$ cat config.mk
export PLATFORM = sky130hd
export DESIGN_NAME = fp_share_arbiter
export DESIGN_NICKNAME = d
export VERILOG_FILES = /design/src/rtl/fp_share_arbiter_pkg.sv /design/src/rtl/fp_share_arbiter_rr_arb2.sv /design/src/rtl/fp_share_arbiter.sv
export SDC_FILE = /design/constraint.sdc
export NUM_CORES = 1
export LEC_CHECK = 0
export ABC_AREA = 1
export CAP_MARGIN = 20
export CORE_UTILIZATION = 39
export CTS_BUF_LIST = sky130_fd_sc_hd__clkbuf_4 sky130_fd_sc_hd__clkbuf_8
export DETAILED_ROUTE_END_ITERATION = 6
export PLACE_DENSITY = 0.82
export SLEW_MARGIN = 30
export SYNTH_ARGS = -nofsm -noshare
export SYNTH_HDL_FRONTEND = slang
export SYNTH_SLANG_ARGS = --single-unit
$ cat constraint.sdc
create_clock -name clk -period 1.8 [get_ports clk]
set_clock_uncertainty 0.15 [all_clocks]
set_input_delay 0.36 -clock clk [delete_from_list [all_inputs] [get_ports clk]]
set_output_delay 0.36 -clock clk [all_outputs]
set_load 0.02 [all_outputs]
$ cat src/rtl/fp_share_arbiter_pkg.sv
// Shared definitions for the two-port floating-point datapath arbiter:
// operation codes, FSM state encoding and result flag bit positions.
package fp_share_arbiter_pkg;

    typedef enum logic [1:0] {
        FP_ADD  = 2'b00,
        FP_MUL  = 2'b01,
        FP_SUB  = 2'b10,
        FP_RSVD = 2'b11
    } fp_op_e;

    typedef enum logic [1:0] {
        S_IDLE = 2'b00,
        S_EXEC = 2'b01,
        S_RESP = 2'b10
    } state_e;

    localparam int FLAG_NEG  = 1;
    localparam int FLAG_ZERO = 0;

endpackage

$ cat src/rtl/fp_share_arbiter_rr_arb2.sv
// Two-way round-robin grant: a lone requester wins, a tie goes to the port
// that was not granted last. Purely combinational.
module fp_share_arbiter_rr_arb2 (
    input  logic [1:0] valid_i,
    input  logic       last_grant_i,
    output logic       grant_o,
    output logic       any_o
);

    always_comb begin
        any_o   = |valid_i;
        grant_o = 1'b0;
        if (valid_i == 2'b11) begin
            grant_o = ~last_grant_i;
        end else if (valid_i[1]) begin
            grant_o = 1'b1;
        end
    end

endmodule

$ cat src/rtl/fp_share_arbiter.sv
// Shares one fp_add/fp_mul pair between two requesters, one op in flight,
// operands held in registers for LATENCY cycles before result capture.
module fp_share_arbiter
    import fp_share_arbiter_pkg::*;
#(
    parameter int WIDTH   = 32,
    parameter int LATENCY = 2
) (
    input  logic             clk,
    input  logic             reset_n,
    input  logic             req0_valid,
    input  logic             req1_valid,
    output logic             req0_ready,
    output logic             req1_ready,
    input  logic [1:0]       req0_op,
    input  logic [1:0]       req1_op,
    input  logic [WIDTH-1:0] req0_a,
    input  logic [WIDTH-1:0] req0_b,
    input  logic [WIDTH-1:0] req1_a,
    input  logic [WIDTH-1:0] req1_b,
    output logic             rsp0_valid,
    output logic             rsp1_valid,
    input  logic             rsp0_ready,
    input  logic             rsp1_ready,
    output logic [WIDTH-1:0] rsp_result,
    output logic [1:0]       rsp_flags,
    output logic [WIDTH-1:0] fu_a,
    output logic [WIDTH-1:0] fu_b,
    input  logic [WIDTH-1:0] fu_add_result,
    input  logic [WIDTH-1:0] fu_mul_result,
    output logic             busy
);

    localparam logic [3:0] CNT_INIT = 4'(LATENCY - 1);

    state_e           state_q, state_d;
    logic             owner_q, owner_d;
    logic             last_grant_q, last_grant_d;
    logic [3:0]       cnt_q, cnt_d;
    fp_op_e           op_q, op_d;
    logic [WIDTH-1:0] a_q, a_d;
    logic [WIDTH-1:0] b_q, b_d;
    logic [WIDTH-1:0] res_q, res_d;
    logic [1:0]       flags_q, flags_d;

    logic             grant;
    logic             any_req;
    logic [1:0]       req_rdy;
    logic [1:0]       rsp_vld;
    fp_op_e           op_sel;
    logic [WIDTH-1:0] a_sel;
    logic [WIDTH-1:0] b_sel;
    logic [WIDTH-1:0] fu_res;
    logic             owner_rsp_rdy;

    fp_share_arbiter_rr_arb2 u_rr (
        .valid_i      ({req1_valid, req0_valid}),
        .last_grant_i (last_grant_q),
        .grant_o      (grant),
        .any_o        (any_req)
    );

    assign op_sel        = grant ? fp_op_e'(req1_op) : fp_op_e'(req0_op);
    assign a_sel         = grant ? req1_a : req0_a;
    assign b_sel         = grant ? req1_b : req0_b;
    assign owner_rsp_rdy = owner_q ? rsp1_ready : rsp0_ready;

    always_comb begin
        fu_res = '0;
        case (op_q)
            FP_ADD, FP_SUB: fu_res = fu_add_result;
            FP_MUL:         fu_res = fu_mul_result;
            default:        fu_res = '0;
        endcase
    end

    always_comb begin
        state_d      = state_q;
        owner_d      = owner_q;
        last_grant_d = last_grant_q;
        cnt_d        = cnt_q;
        op_d         = op_q;
        a_d          = a_q;
        b_d          = b_q;
        res_d        = res_q;
        flags_d      = flags_q;
        req_rdy      = 2'b00;
        rsp_vld      = 2'b00;
        case (state_q)
            S_IDLE: begin
                // ready is only raised toward a valid port, so grant == handshake
                if (any_req) begin
                    req_rdy[grant] = 1'b1;
                    owner_d        = grant;
                    last_grant_d   = grant;
                    cnt_d          = CNT_INIT;
                    op_d           = op_sel;
                    a_d            = a_sel;
                    b_d            = b_sel ^ {(op_sel == FP_SUB), {(WIDTH-1){1'b0}}};
                    state_d        = S_EXEC;
                end
            end
            S_EXEC: begin
                if (cnt_q == 4'd0) begin
                    res_d              = fu_res;
                    flags_d[FLAG_NEG]  = fu_res[WIDTH-1];
                    flags_d[FLAG_ZERO] = ~|fu_res[WIDTH-2:0];
                    state_d            = S_RESP;
                end else begin
                    cnt_d = cnt_q - 4'd1;
                end
            end
            S_RESP: begin
                rsp_vld[owner_q] = 1'b1;
                if (owner_rsp_rdy) begin
                    state_d = S_IDLE;
                end
            end
            default: state_d = S_IDLE;
        endcase
    end

    always_ff @(posedge clk or negedge reset_n) begin
        if (!reset_n) begin
            state_q      <= S_IDLE;
            owner_q      <= 1'b0;
            last_grant_q <= 1'b1;
            cnt_q        <= 4'd0;
            op_q         <= FP_ADD;
            a_q          <= '0;
            b_q          <= '0;
            res_q        <= '0;
            flags_q      <= 2'b00;
        end else begin
            state_q      <= state_d;
            owner_q      <= owner_d;
            last_grant_q <= last_grant_d;
            cnt_q        <= cnt_d;
            op_q         <= op_d;
            a_q          <= a_d;
            b_q          <= b_d;
            res_q        <= res_d;
            flags_q      <= flags_d;
        end
    end

    // Grant is combinational from valid, so mask it while reset is asserted.
    assign req0_ready = reset_n & req_rdy[0];
    assign req1_ready = reset_n & req_rdy[1];
    assign rsp0_valid = rsp_vld[0];
    assign rsp1_valid = rsp_vld[1];
    assign rsp_result = res_q;
    assign rsp_flags  = flags_q;
    assign fu_a       = a_q;
    assign fu_b       = b_q;
    assign busy       = (state_q != S_IDLE);

endmodule

==> impl_metrics.csv, run 1 <==
group,metric,value,unit
run_status,outcome,"finished with violations",
run_status,violations,"negative setup slack",
clock_network,postCtsHoldBufs,0,
yosys,synth_top_cell_area_share,50.3,%
power,power_density,1550,nW/µm²
placement,dp_slack,-598,ps
sta,setup_ws,-229,ps
critical_path,cp_cell_sequence,"or2_4 > nor2_8 > inv_4 > nor3_4 > buf_6",
yosys,syn_nets,900,
critical_path,critPathCaptureType,"output port",
finish,instances_no_fill,1175,
critical_path,reg2reg_slack,-10,ps
power,power_frac_seq,30.6,%
sta,rsz0062_at_grt,"yes",
critical_path,arrival,1520,ps
drt,avgRoutedWirePerCell,15.7,µm
critical_path,critPathLaunchType,"register",
yosys,synth-seq-cells,107,
sta,worst_slew_pin_slew,744,ps
global_route,grt_pass1_wl,28600,µm
clock_network,clkSinkCount,107,
power,p_sw_share,45.0,%
sta,whs,84.4,ps
global_route,use_met2,45.3,%
yosys,ys_seq_area_share,50.8,%
yosys,synth_compound_area_share,10.4,%
drt,antenna_left,0,
yosys,synth_area_leaders,"dfrtp_1 (50%), nand2_1 (15%), nand3_1 (11%)",
power,power.net_switching,6.16,mW
floorplanning,rows,42,
critical_path,critPathSlowestCell,"dfrtp_1",
yosys,synth_area_per_cell,7.56,µm²
drt,drtIter0Drc,364,
finish,area_growth,67.3,%
yosys,synth-simple-area-share,30.9,%
global_route,grt.busiest_layer,"met2",
yosys,muxShareOfSynthArea,0,%
yosys,synthAdderAreaFrac,0.237,%
global_route,gr-usage-met3,8.88,%
clock_network,cts_tree,"done",
power,ir_worst_vdd,0.000812,V
finish,finish.net_count,1197,
power,combPwrFrac,57.8,%
clock_network,clock-root-buffer,"clkbuf_8",
critical_path,critPathKind,"reg -> out",
clock_network,clock_tree.buffer_depth,2,
run,cap_viol_max_count,0,
finish,fin_util,66.9,%
critical_path,r2r-start,"state_q[1]$_DFFE_PN0P_",
critical_path,critPathRequiredTime,1290,ps
drt,drt_pass1_iterations,5,
yosys,synth_most_common_cell,"nand2_1",
global_route,grt_pass1_vias,5728,
floorplanning,io_pins,305,
power,p_int,7.52,mW
clock_network,clock_latency,370,ps
clock_network,htreeDepth,3,
critical_path,cp_slowest_stage_delay,390,ps
finish,antenna_cells,0,
sta,drv_slew,0,
critical_path,crit_fanout,4,
global_route,grt_use_met1,28.3,%
floorplanning,fp.coreArea,13200,µm²
sta,setup_viol_count_final,9,
drt,drc_errors,0,
floorplanning,die_w,118,µm
global_route,antenna_found_initial,0,
floorplanning,die_area,14000,µm²
sta,max_slew_margin,50.4,%
yosys,synth_edf_count,0,
sta,period_needed,2030,ps
sta,finalHoldViolations,0,
floorplanning,die_h,118,µm
sta,finalCritPeriodShare,113,%
drt,wl,18500,µm
sta,max_clock_freq,493,MHz
drt,route.vias.total,5817,
clock_network,path_clk_slew,90,ps
yosys,yosysWarnings,0,
global_route,grtUsageTotal,26.2,%
placement,place_inst,1154,
yosys,synth_xor_area_share,0.332,%
global_route,overflow,0,
drt,viasPerCell,4.95,
placement,place_hpwl,13300,µm
sta,fin_tns_setup,-622,ps
hold_path,hp-class,"in -> async",
power,cellLeakagePower,4.29,nW
yosys,async_reset_ff_share,100,%
critical_path,reg2reg_depth,6,
yosys,synthCells,697,
power,p_clk_share,11.6,%
global_route,grt_max_degree,64,
critical_path,reg2reg_to,"fu_b[17]$_DFFE_PN0P_",
yosys,ys_top_cells_by_count,"nand2_1 (204), nand3_1 (118), dfrtp_1 (106), o21ai_0 (78), nor2_1 (57)",
finish,drive_gt1_share,7.21,%
yosys,synth_top_family_by_area,"simple AND/OR/NAND/NOR gates",
yosys,synth_area_leader_cell,"dfrtp_1",
yosys,synth_area,5270,µm²
yosys,synth_flop_cell,"dfrtp_1",
placement,port_buffers,304,
floorplanning,initial_utilization,40.0,%
yosys,yosysUniqueCellTypes,25,
clock_network,cts_made_buffers,9,
placement,gp_congestion,0.821,
registers in the layout (all words and copies together) (netlist names):
name and cells:
rsp_flags 1, last_grant_q 1, cnt_q 4, fu_a 32, fu_b 32, owner_q 1
rsp_result 32, state_q 2, op_q 2
area by class of cell:
cell class,count,area [µm²]
clock buffer,15,188
clock inverter,1,30.0
fill,1137,4370
inverter,45,171
multi-input combinational,498,2250
sequential,107,2680
tap,176,220
timing repair buffer,333,3280
repair_timing:
action | in CTS | in global routing
gates cloned | 0 | 2
hold endpoints to repair | 0 | 0
resized for setup | 135 | 14
setup endpoints to repair | 165 | 100
setup buffers | 1 | 3
pin swaps | 3 | 2
metal layers:
layer  vias to the layer above  routed length (µm)  part of all wire (%)
met3                        44                1770                   9.6
met4                         0                 676                   3.7
met1                      2671                6890                    37
met5                         -                   0                     0
met2                       257                9110                    49
li1                       2845                   -                     -
worst max-delay path by stage:
stage                                         from          to  slack [ps]  cells after the start
after floorplan           last_grant_q$_DFFE_PN1P_  req0_ready         -40                      6
after global placement                  req1_valid  req0_ready        -570                      6
after detailed placement                req1_valid  req0_ready        -600                      6
after CTS                   state_q[0]$_DFFE_PN0P_  req0_ready        -240                      5
after global routing        state_q[1]$_DFFE_PN0P_  req0_ready        -270                      5
final                       state_q[1]$_DFFE_PN0P_  req0_ready        -230                      5
kinds of logic (layout without fill, tap and decap cells):
| kind of cell | after synthesis | in the layout |
|---|---|---|
| xor+xnor | 2 | 2 |
| fa+ha+maj | 1 | 1 |
| simple gates | 386 | 386 |
| buf+inv | 92 | 394 |
| flops | 107 | 107 |
| compound gates | 109 | 109 |
layout by cell type, fill, tap and decap left out, types with 2 or more instances in the layout:
cell type and instances:
clkbuf_8 12, o21ai_1 26, o21ai_0 78, inv_1 37, xor2_1 2, nor2_1 53
dlygate4sd2_1 98, a21oi_1 2, buf_6 7, inv_2 7, nor2_2 2, nand3_1 118
a31oi_1 2, nand2_1 203, nor2_4 3, clkbuf_4 3, clkbuf_16 2, buf_8 2
buf_12 5, buf_4 18, clkdlybuf4s50_1 200, nand2_2 3, dfrtp_1 106
power by group through the flow:
stage	logic (mW)	registers [mW]	clock network, mW
2_1_floorplan	3.18	5.46	0
3_3_place_gp	8.21	4.22	0
3_5_place_dp	8.35	4.23	0
4_1_cts	7.72	4.19	1.65
5_1_grt	8.66	4.32	1.72
6_report	7.91	4.18	1.59
worst max-delay path: cells and delay by family (launching register included):
kind | cells | cell delay (ps)
buffers and inverters | 2 | 190
AND/OR/NAND/NOR | 3 | 570
flip-flops | 1 | 390
per-stage QoR:
| step | total power [mW] | instance area [µm²] |
|---|---|---|
| after floorplan | 8.64 | 5290 |
| after global placement | 12.4 | 8590 |
| after detailed placement | 12.6 | 8590 |
| after CTS | 13.6 | 8720 |
| after global routing | 14.7 | 8820 |
| final | 13.7 | 8820 |
(Power assumes the default switching activity.)
==> inputs of run 2 (changes only) <==
--- a/config.mk
+++ b/config.mk
@@ -11,2 +11,3 @@
 export CTS_BUF_LIST = sky130_fd_sc_hd__clkbuf_4 sky130_fd_sc_hd__clkbuf_8
+export CTS_CLUSTER_SIZE = 14
 export DETAILED_ROUTE_END_ITERATION = 6
==> constraint.sdc (replaced) <==
create_clock -name clk -period 1.8 [get_ports clk]
set_clock_uncertainty 0.15 [all_clocks]
set_input_delay 0.27 -clock clk [delete_from_list [all_inputs] [get_ports clk]]
set_output_delay 0.27 -clock clk [all_outputs]
set_load 0.02 [all_outputs]
==> impl_metrics.csv, run 2 (same netlist as run 1, synthesis figures left out) <==
group,metric,value,unit
run_status,outcome,"finished with violations",
run_status,violations,"negative setup slack",
floorplanning,die_h,118,µm
global_route,overflow,0,
sta,fin_tns_setup,-467,ps
sta,finalHoldViolations,0,
global_route,grt_pass1_vias,5637,
sta,drv_slew,0,
finish,multi_input_area,2240,µm²
clock_network,clock-root-buffer,"clkbuf_8",
drt,drtIter0Drc,294,
drt,viasPerCell,4.98,
finish,final_cell_mix,"clkdlybuf4s50_1 (208), nand2_1 (204), nand3_1 (118)",
critical_path,reg2reg_slack,-40,ps
power,totalPowerFinal,14.0,mW
sta,worst_slew_pin_slew,579,ps
finish,drive_gt1_share,6.81,%
finish,final_area,9060,µm²
clock_network,clkSinkCount,107,
clock_network,clock_latency,370,ps
power,power.net_switching,6.15,mW
sta,finalCritPeriodShare,107,%
critical_path,cp_slowest_stage_delay,400,ps
floorplanning,rows,42,
sta,max_slew_margin,61.4,%
clock_network,htreeDepth,3,
finish,final_common_cell,"clkdlybuf4s50_1",
critical_path,reg2reg_depth,6,
drt,avgRoutedWirePerCell,15.9,µm
clock_network,clock_tree.buffer_depth,2,
placement,place_hpwl,13300,µm
critical_path,critPathSlowestCell,"dfrtp_1",
critical_path,cp_cell_sequence,"or2_4 > nor2_8 > inv_2 > nor3_4 > buf_6",
clock_network,path_clk_slew,100,ps
critical_path,critPathRequiredTime,1380,ps
drt,drt_pass1_iterations,4,
sta,setup_viol_count_final,11,
sta,max_clock_freq,521,MHz
hold_path,hp-class,"in -> reg",
clock_network,cts_made_buffers,9,
critical_path,arrival,1500,ps
power,p_int,7.89,mW
power,p_sw_share,43.8,%
clock_network,cts_tree,"done",
finish,fill_cells,1071,
critical_path,crit_fanout,4,
sta,whs,314,ps
drt,route.vias.total,5847,
power,power_frac_seq,29.8,%
power,cellLeakagePower,4.88,nW
drt,wl,18600,µm
finish,instances_no_fill,1175,
drt,drc_errors,0,
run,cap_viol_max_count,0,
finish,regArea,2680,µm²
critical_path,critPathKind,"reg -> out",
global_route,grtUsageTotal,26.3,%
critical_path,critPathLaunchType,"register",
floorplanning,die_w,118,µm
floorplanning,initial_utilization,40.0,%
global_route,antenna_found_initial,0,
critical_path,critPathCaptureType,"output port",
global_route,grt_pass1_wl,28900,µm
placement,dpl_cell_area,8610,µm²
sta,setup_ws,-119,ps
floorplanning,die_area,14000,µm²
placement,port_buffers,304,
finish,finish.net_count,1197,
sta,rsz0062_at_grt,"yes",
floorplanning,fp.coreArea,13200,µm²
sta,period_needed,1920,ps
finish,antenna_cells,0,
placement,place_inst,1153,
drt,antenna_left,0,
hold_path,whs_path_depth,3,
placement,gp_congestion,0.840,
placement,dp_slack,-432,ps
power,p_clk_share,11.0,%
global_route,grt_max_degree,108,
power,combPwrFrac,59.2,%
power,power_density,1550,nW/µm²
finish,fin_util,68.7,%
finish,area_growth,71.9,%
floorplanning,io_pins,305,
power,ir_worst_vdd,0.000777,V
==> run 2: changes by cell type in the layout (fill, tap and decap cells not counted), sizes merged <==
cell	previous run	this run
buf	33	32
bufbuf	0	1
clkbuf	17	13
clkdlybuf4s50	200	208
clkinv	0	3
dlygate4sd2	98	26
dlygate4sd3	0	1
dlymetal6s2s	0	64
==> run 2: worst max-delay path: cells and delay by family (launching register included) <==
family                 cells  cell delay, ps
buffers and inverters      2             190
DFF                        1             400
and+or+nand+nor            3             530
==> run 2: power groups by stage <==
stage | Clock, mW | Sequential, mW | Combinational (mW)
6_report | 1.54 | 4.18 | 8.32
5_1_grt | 1.70 | 4.33 | 9.08
4_1_cts | 1.59 | 4.21 | 8.34
3_5_place_dp | 0 | 4.24 | 8.40
3_3_place_gp | 0 | 4.23 | 8.25
2_1_floorplan | 0 | 5.46 | 3.18
==> run 2: final cells by class <==
cell class	instances	share of cell area [%]
clock buffer	12	1.75
clock inverter	4	0.538
inverter	45	1.86
multi-input combinational	498	24.7
sequential	107	29.6
tap	176	2.43
timing repair buffer	333	39.2
==> run 2: worst paths after layout <==
path                                          start                    endpoint
min                                       req0_b[6]         fu_b[6]$_DFFE_PN0P_
max reg2reg                  state_q[1]$_DFFE_PN0P_         fu_a[6]$_DFFE_PN0P_
max                          state_q[1]$_DFFE_PN0P_                  req0_ready
min reg2reg                last_grant_q$_DFFE_PN1P_    last_grant_q$_DFFE_PN1P_
min in group asynchronous                   reset_n  rsp_result[31]$_DFFE_PN0P_
max in group asynchronous                   reset_n        fu_a[26]$_DFFE_PN0P_
==> run 2: layer usage <==
layer | GRT usage (%) | wire length, µm
met5 | 0 | 0
met4 | 10.7 | 504
met3 | 8.11 | 1630
met2 | 46.2 | 9400
met1 | 29.6 | 7100
==> run 2: timing repair <==
action | 4_1_cts | 5_1_grt
buffers inserted | 0 | 3
resized for setup | 51 | 74
hold endpoints to repair | 106 | 106
endpoints found under the setup margin | 64 | 117
cloned | 1 | 1
pin swaps | 1 | 3
==> inputs of run 3 (changes only) <==
Settings changed: CAP_MARGIN 20 to not set.
==> results of run 3 <==
The final DEF is identical to that of run 2; final timing and power are the same.
